--- src/rtl/pipe_if_id_queue.sv ---
// pipe_if_id_queue: IF->ID instruction FIFO with valid/ready handshake and one-cycle flush
module pipe_if_id_queue #(
  parameter int          DEPTH = 2,
  parameter logic [31:0] NOP   = 32'h0000_0000
) (
  input  logic                     clock,
  input  logic                     reset,
  input  logic                     if_valid,
  output logic                     if_ready,
  input  logic [31:0]              if_pc_plus_4,
  input  logic [31:0]              if_inst,
  output logic                     id_valid,
  input  logic                     id_ready,
  output logic [31:0]              id_pc_plus_4,
  output logic [31:0]              id_inst,
  input  logic                     flush,
  output logic [$clog2(DEPTH):0]   count
);
  localparam int AW = $clog2(DEPTH);
  logic [63:0]   mem_q [DEPTH];
  logic [AW-1:0] wp_q, wp_d, rp_q, rp_d;
  logic [AW:0]   cnt_q, cnt_d;
  logic          push, pop;
  always_comb begin
    if_ready     = !reset && !flush && (cnt_q != (AW+1)'(DEPTH));
    id_valid     = !flush && (cnt_q != '0);
    push         = if_valid && if_ready;
    pop          = id_valid && id_ready;
    id_pc_plus_4 = id_valid ? mem_q[rp_q][63:32] : 32'h0;
    id_inst      = id_valid ? mem_q[rp_q][31:0] : NOP;
    count        = cnt_q;
    wp_d         = flush ? '0 : wp_q + AW'(push);
    rp_d         = flush ? '0 : rp_q + AW'(pop);
    cnt_d        = flush ? '0 : cnt_q + (AW+1)'(push) - (AW+1)'(pop);
  end
  always_ff @(posedge clock) begin
    if (reset) begin
      wp_q  <= '0;
      rp_q  <= '0;
      cnt_q <= '0;
    end else begin
      wp_q  <= wp_d;
      rp_q  <= rp_d;
      cnt_q <= cnt_d;
    end
  end
  always_ff @(posedge clock) begin
    if (push) mem_q[wp_q] <= {if_pc_plus_4, if_inst};
  end
endmodule

--- config.mk ---
export PLATFORM = sky130hd
export DESIGN_NAME = pipe_if_id_queue
export DESIGN_NICKNAME = d
export VERILOG_FILES = /design/src/rtl/pipe_if_id_queue.sv
export SDC_FILE = /design/constraint.sdc
export NUM_CORES = 1
export LEC_CHECK = 0
export CORE_ASPECT_RATIO = 0.75
export CORE_UTILIZATION = 44
export CTS_CLUSTER_SIZE = 12
export DETAILED_ROUTE_END_ITERATION = 7
export PLACE_DENSITY_LB_ADDON = 0.1
export SKIP_LAST_GASP = 1
export SLEW_MARGIN = 5
export SYNTH_ARGS = -nofsm -noshare
export SYNTH_HDL_FRONTEND = slang
export SYNTH_SLANG_ARGS = --single-unit
--- constraint.sdc ---
create_clock -name clock -period 2.7 [get_ports clock]
set_input_delay 0.54 -clock clock [delete_from_list [all_inputs] [get_ports clock]]
set_output_delay 0.54 -clock clock [all_outputs]
set_load 0.1 [all_outputs]
== Word level (Yosys, flattened, before mapping) ==
Memory sizes are Yosys's and may differ from the RTL's. A register that Yosys moved wholly into a read port is not among the register bits.
Index checks and enable logic that the tools add are counted.

* Logic and storage cells: 23
* RAM bits: 128
* Register bits after elaboration: 4
* Memories: 1
* Output and inout port bits: 68

* Add/sub/neg operators: 4
* Eq/ne operators: 1
* Reductions and logical operators: 9
* Muxes and demuxes: 5

{| class="wikitable"
|+ Memories
! name !! words !! width !! read ports !! clocked after memory_dff !! wr ports !! line !! RTL
|-
| mem_q || 2 || 64 || 1 || 1 || 1 || 20 || <nowiki>logic [63:0] mem_q [DEPTH];</nowiki>
|}

{| class="wikitable"
|+ Operator list
! cell !! number
|-
| $mux 32 || 2
|-
| $logic_and 1x1->1 || 5
|-
| $mux 1 || 3
|-
| $add 1x1->1 || 2
|-
| $add 2x1->2 || 1
|-
| $logic_not 1->1 || 2
|-
| $ne 2x2->1 const B || 1
|-
| $reduce_bool 2->1 || 1
|-
| $reduce_or 2->1 || 1
|-
| $sub 2x1->2 || 1
|}

== Logic depth before layout (Yosys ltp) ==
Gate-level depths: netlist of the first run.

* Depth after elaboration: 6
* Depth in mapped cells: 9

== Worst setup path before layout of the first run ==
No wires, ideal clock.

* Path type: register to register
* Start: register cnt_q[0], in the netlist count[0]
* End: memory mem_q[1][0] (enable)
* Arrival: 2.971 ns
* Stages on the path, launching flop included: 4
* Setup slack: -0.700 ns
* Period minus slack after synthesis: 3.400 ns
* Library setup time: 0.429 ns
* Path buffers: 0
* Cells stage by stage: dfxtp_1 -> or2b_1 -> and3_1 -> ha_1

* Longest elaborated chain between the ends: 5

{| class="wikitable"
|+ RTL lines
! what !! line !! RTL
|-
| start, declared || 22 || <nowiki>logic [AW:0] cnt_q, cnt_d;</nowiki>
|-
| start signal, assigned || 44 || <nowiki>cnt_q <= cnt_d;</nowiki>
|-
| $ne 2x2->1 || 25 || <nowiki>if_ready = !reset && !flush && (cnt_q != (AW+1)'(DEPTH));</nowiki>
|-
| $logic_and 1x1->1 || 25 ||
|-
| $logic_and 1x1->1 || 27 || <nowiki>push = if_valid && if_ready;</nowiki>
|-
| $mux 1 || 48 || <nowiki>if (push) mem_q[wp_q] <= {if_pc_plus_4, if_inst};</nowiki>
|-
| $mux 1 (implied by the code) || 48 ||
|-
| end, declared || 20 ||
|}

No other way between the ends.

== Final worst setup path of the first run ==
* Start: input flush
* End: output id_pc_plus_4[15]

* Longest elaborated chain between the ends: 3

{| class="wikitable"
|+ RTL lines
! what !! line !! RTL
|-
| start, declared || 16 || <nowiki>input logic flush,</nowiki>
|-
| $logic_not 1->1 || 26 || <nowiki>id_valid = !flush && (cnt_q != '0);</nowiki>
|-
| $logic_and 1x1->1 || 26 ||
|-
| $mux 32 || 29 || <nowiki>id_pc_plus_4 = id_valid ? mem_q[rp_q][63:32] : 32'h0;</nowiki>
|-
| end, declared || 14 || <nowiki>output logic [31:0] id_pc_plus_4,</nowiki>
|}

No other way between the ends.

==> impl_metrics.tcl, run 1 <==
set metrics [dict create \
    route.met3.wl_um 550 \
    placed_area_mm2 0.00788 \
    io_pins 137 \
    syn_inst 298 \
    cp_data_arrival_time_ns 1.95 \
    slowest_delay_ns 0.45 \
    critPathLaunch "flush" \
    criticalPathCategory "primary input to output pin" \
    route.met2.wl_mm 5.14 \
    rows 33 \
    mostFrequentLayoutCells "edfxtp_1, buf_12, clkdlybuf4s50_1, mux2i_1, nor2_4" \
    setup_violations 0 \
    cts_tree "built" \
    r2r-end "count[1]$_SDFF_PP0_" \
    clock-sinks 132 \
    grt_pass1_vias 3086 \
    vias 2976 \
    diodes 0 \
    postRouteAntennaNets 0 \
    hp-class "register to register" \
    synth-edff-count 128 \
    worst_path_max_delay_cell "clkdlybuf4s50_1" \
    post_cts_buffers 0 \
    port_buffers 136 \
    clk_path_buf_depth 2 \
    cts_resized 0 \
    vias_per_cell 4.90 \
    clock.fmax_mhz 402 \
    drt-total-wl_mm 10.3 \
    gp_congestion 0.715 \
    wl_met1_mm 4.43 \
    drc 0 \
    cap_violations 0 \
    coreArea_mm2 0.0111 \
    synth.distinct_cells 20 \
    dieArea_mm2 0.0121 \
    tightestPinTransition_ns 0.355 \
    antenna_found_initial 0 \
    layout-drive-gt1-share 0.373 \
    grt_usage 0.184 \
    synth.net_count 371 \
    finalNonFillerCells 607 \
    wl_per_cell_um 17.0 \
    cts_buffers 17 \
    cp-endpoint "id_pc_plus_4[15]" \
    dp_cells 575 \
    status "finished clean" \
    worstSetupEndpointType "output pin" \
    fin_crit_sh 0.921 \
    clk_latency_ns 0.41 \
    p_per_area_mw_per_mm2 559 \
    pre_cts_slack_ns 0.119 \
    path_clk_slew_ns 0.05 \
    fp.dieH_um 95.6 \
    area_growth_pct 63.6 \
    timing.final.crit_period_ns 2.49 \
    cts-root-buf "clkbuf_16" \
    async_reset_ff_frac 0 \
    rrSetupSlack_ns 0.69 \
    reg2reg_depth 8 \
    hold_viol 0 \
    die_x_um 127 \
    synth_top_cell_by_area "edfxtp_1" \
    synth_warnings 0 \
    maxSlewHeadroom 0.757 \
    synth.avg_cell_area_um2 17.2 \
    place_hpwl_mm 7.01 \
    ir_drop_mv 0.454 \
    synth_ff_type "edfxtp_1" \
    worstPathCellList "clkdlybuf4s50_1, o21bai_4, buf_12, buf_12, nor2_4, buf_12" \
    htree_levels 4 \
    crit_path_start_kind "primary input" \
    nets 527 \
    gr-total-overflow 0 \
    fin_worst_skew_ns 0.00679 \
    drt_iter0_markers 183 \
    grt_max_degree 35 \
    first_pass_iters 4 \
    ys_seq_elements 132 \
    layout.cells.most_common "edfxtp_1" \
    leakage_nw 2.69 \
    cts_hold_buf 0 \
    layout_setup_ws_ns 0.214 \
    hold_start "wp_q$_SDFF_PP0_" \
    critPathMostFrequentCell "buf_12" \
    syn-cell-area_mm2 0.00514 \
    synth_top_area_share 0.748 \
    yosysSeqAreaShare 0.764 \
    grt_pass1_wl_mm 16.0 \
    cp_max_fo 11 \
    initial_core_util 0.461 \
    rsz0062_at_grt "false" \
    slew_violations 0 \
    final_area_mm2 0.00841 \
    top_layer "met4" \
    synthTopCellsByArea "edfxtp_1, mux2i_1, nor2_1, buf_6, dfxtp_1" \
    reg2reg_from "count[1]$_SDFF_PP0_" \
    critPathRequiredTime_ns 2.16 \
]
power breakdown:
part / switching (mW) / internal, mW / total [mW]
clock network: 0.799 / 1.25 / 2.05
registers: 0.00987 / 2.28 / 2.29
logic: 0.192 / 0.168 / 0.360
total: 1.00 / 3.70 / 4.70
critical path, delay by kind of cell:
family | cells | cell delay, ns
buf+inv | 4 | 0.99
compound gates | 1 | 0.27
simple gates | 1 | 0.13
synth_stat cells (2+ instances only):
cell,instances
buf_4,3
dfxtp_1,4
edfxtp_1,128
inv_1,4
mux2i_1,64
nor2_1,66
and2_1,2
nor3_1,2
ha_1,4
buf_2,2
buf_6,10
flip-flops by register name (all words and copies together), names as in the netlist:
name / flops
mem_q: 128
count: 2
rp_q: 1
wp_q: 1
how the worst min path moves through the flow:
stage                     slack, ns                   to  cells after the start
after floorplan                0.61  count[1]$_SDFF_PP0_                      1
after global placement         0.62      wp_q$_SDFF_PP0_                      3
after detailed placement       0.64      wp_q$_SDFF_PP0_                      3
after CTS                      0.65      wp_q$_SDFF_PP0_                      3
after global routing           0.67      wp_q$_SDFF_PP0_                      3
final                          0.64      wp_q$_SDFF_PP0_                      3
kinds of logic (layout without fill, tap and decap cells):
family | after synthesis | count (layout) | synth area share
adders and majority gates | 4 | 4 | 0.00974
AOI/OAI and AO/OA | 2 | 2 | 0.00463
xor gates and xnor gates | 1 | 1 | 0.00438
muxes | 65 | 65 | 0.127
DFF | 132 | 132 | 0.764
buffers and inverters | 19 | 188 | 0.0312
and+or+nand+nor | 75 | 75 | 0.0597
through the flow:
step	setup TNS [ns]	hold WS, ns	total power, mW	utilization
final	0	0.641	4.70	0.754
after global routing	0	0.667	4.85	0.754
after CTS	0	0.647	4.74	0.754
after detailed placement	0	0.639	2.70	0.707
after global placement	0	0.621	2.69	0.707
after floorplan	-2.56	0.609	2.51	-
per-layer routing:
layer,track usage,up-vias
met2,0.300,91
met1,0.232,1442
met5,0,-
met3,0.0438,17
li1,-,1426
met4,0.0992,0
layout make-up:
class                      count  area [um2]
clock buffer                  20         437
clock inverter                12        90.1
fill                         672        2740
inverter                       4        15.0
multi-input combinational    147        1520
sequential                   132        3930
tap                          140         175
timing repair buffer         152        2250
No activity file was read; power rests on OpenSTA's default activity.
==> run 2: changes to the inputs <==
--- a/config.mk
+++ b/config.mk
@@ -9,7 +9,7 @@
 export CORE_UTILIZATION = 44
 export CTS_CLUSTER_SIZE = 12
 export DETAILED_ROUTE_END_ITERATION = 7
-export PLACE_DENSITY_LB_ADDON = 0.1
+export PLACE_DENSITY = 0.81
 export SKIP_LAST_GASP = 1
 export SLEW_MARGIN = 5
 export SYNTH_ARGS = -nofsm -noshare
==> constraint.sdc (replaced) <==
create_clock -name clock -period 2.7 [get_ports clock]
set_input_delay 0.54 -clock clock [delete_from_list [all_inputs] [get_ports clock]]
set_output_delay 0.54 -clock clock [all_outputs]
set_load 0.05 [all_outputs]
==> run 2 against run 1 <==
Compared with the run above:
- count of clock-buffer cells in the layout is 2 lower
- via count increased by 0.44%
- register-to-register slack gained 0.31 ns
- power up 3.0%
- first-iteration DRC count decreased by 13%
- largest power group unchanged
- critical path depth shrank 1
- maximum frequency grew 2.1%
==> impl_metrics.tcl, run 2 (synthesis gave the netlist of run 1 again) <==
set metrics [dict create \
    ir_drop_mv 0.620 \
    first_pass_iters 4 \
    mostFrequentLayoutCells "edfxtp_1, buf_12, clkdlybuf4s50_1, nor2_1, mux2i_1" \
    rows 33 \
    cp_max_fo 35 \
    layout_setup_ws_ns 0.265 \
    drt-total-wl_mm 10.1 \
    leakage_nw 2.67 \
    clk_path_buf_depth 2 \
    dp_cells 568 \
    tns_ns 0 \
    grt_pass1_wl_mm 15.8 \
    postRouteAntennaNets 0 \
    fin_worst_skew_ns 0.00495 \
    gr-total-overflow 0 \
    grt_max_degree 47 \
    min_path_cells 3 \
    cp_data_arrival_time_ns 1.90 \
    criticalPathCategory "primary input to output pin" \
    timing.final.crit_period_ns 2.44 \
    antenna_found_initial 0 \
    status "finished clean" \
    cts_buffers 17 \
    worstPathCellList "clkdlybuf4s50_1, o21bai_4, buf_4, nor2_1, buf_12" \
    critPathRequiredTime_ns 2.16 \
    drc 0 \
    coreArea_mm2 0.0111 \
    post_cts_buffers 0 \
    rsz0062_at_grt "false" \
    wl_per_cell_um 16.8 \
    port_buffers 136 \
    cts_resized 0 \
    vias_per_cell 4.98 \
    clock-sinks 132 \
    hp-class "register to register" \
    worstSetupEndpointType "output pin" \
    finalNonFillerCells 600 \
    cap_violations 0 \
    grt_pass1_vias 3117 \
    htree_levels 4 \
    die_x_um 127 \
    area_growth_pct 54.5 \
    pre_cts_slack_ns 0.261 \
    largest_register_ffs 128 \
    initial_core_util 0.461 \
    dieArea_mm2 0.0121 \
    layout.cells.most_common "edfxtp_1" \
    fp.dieH_um 95.6 \
    p_per_area_mw_per_mm2 609 \
    path_clk_slew_ns 0.05 \
    vias 2989 \
    nets 520 \
    fillers 695 \
    crit_path_start_kind "primary input" \
    slowest_delay_ns 0.42 \
    worst_path_max_delay_cell "clkdlybuf4s50_1" \
    cts_tree "built" \
    diodes 0 \
    place_hpwl_mm 6.69 \
    tightestPinTransition_ns 0.510 \
    regMostFlops "mem_q" \
    cts_hold_buf 0 \
    reg2reg_depth 8 \
    slew_violations 0 \
    clock.fmax_mhz 411 \
    grt_usage 0.182 \
    layout-drive-gt1-share 0.243 \
    hold_viol 0 \
    cts-root-buf "clkbuf_16" \
    setup_violations 0 \
    maxSlewHeadroom 0.659 \
    fin_crit_sh 0.902 \
    gp_congestion 0.735 \
    holdWs_ns 0.649 \
    clk_latency_ns 0.41 \
    io_pins 137 \
    drt_iter0_markers 160 \
]
[run 2: changes by cell type in the layout (fill, tap and decap cells not counted)]
cell / delta
clkinv_2: +1
clkdlybuf4s50_1: +2
clkbuf_1: -2
clkinv_1: -3
inv_6: +1
nor2_1: +58
clkinv_4: +1
buf_12: -4
bufinv_16: +2
buf_4: -5
nor2_4: -58
[run 2: metal layers]
layer  part of all wire  global-route usage
met1               0.40               0.203
met3              0.091              0.0763
met2               0.49               0.307
met5                  0                   0
met4              0.015              0.0833
[run 2: final timing paths]
kind,slack (ns),to,start
setup reg to reg,1.00,count[1]$_SDFF_PP0_,count[1]$_SDFF_PP0_
hold / removal,0.65,wp_q$_SDFF_PP0_,wp_q$_SDFF_PP0_
hold reg to reg,0.65,wp_q$_SDFF_PP0_,wp_q$_SDFF_PP0_
setup / recovery,0.26,id_pc_plus_4[13],flush
[run 2: where the power goes]
part	internal [mW]	switching, mW	leakage, nW
combinational	0.156	0.125	1.18
clock	1.44	0.821	0.290
sequential	2.28	0.00908	1.20
total	3.88	0.955	2.67
[run 2: final cells by class]
type	count	area (um2)	area share
Sequential cell	132	3930	0.495
Timing Repair Buffer	145	2150	0.271
Multi-Input combinational cell	147	1080	0.136
Clock buffer	18	429	0.0540
Tap cell	140	175	0.0221
Clock inverter	14	161	0.0203
Inverter	4	15.0	0.00189
[run 2: metrics by stage]
stage                     area, um2  total power [mW]   util
after floorplan                5140              2.43      -
after global placement         7350              2.61  0.659
after detailed placement       7350              2.62  0.659
after CTS                      7940              4.88  0.712
after global routing           7940              4.98  0.712
final                          7940              4.84  0.712
[run 2: critical path, delay by kind of cell]
kind            cells  cell delay [ns]
buf+inv             3             0.86
compound gates      1             0.19
simple gates        1             0.30
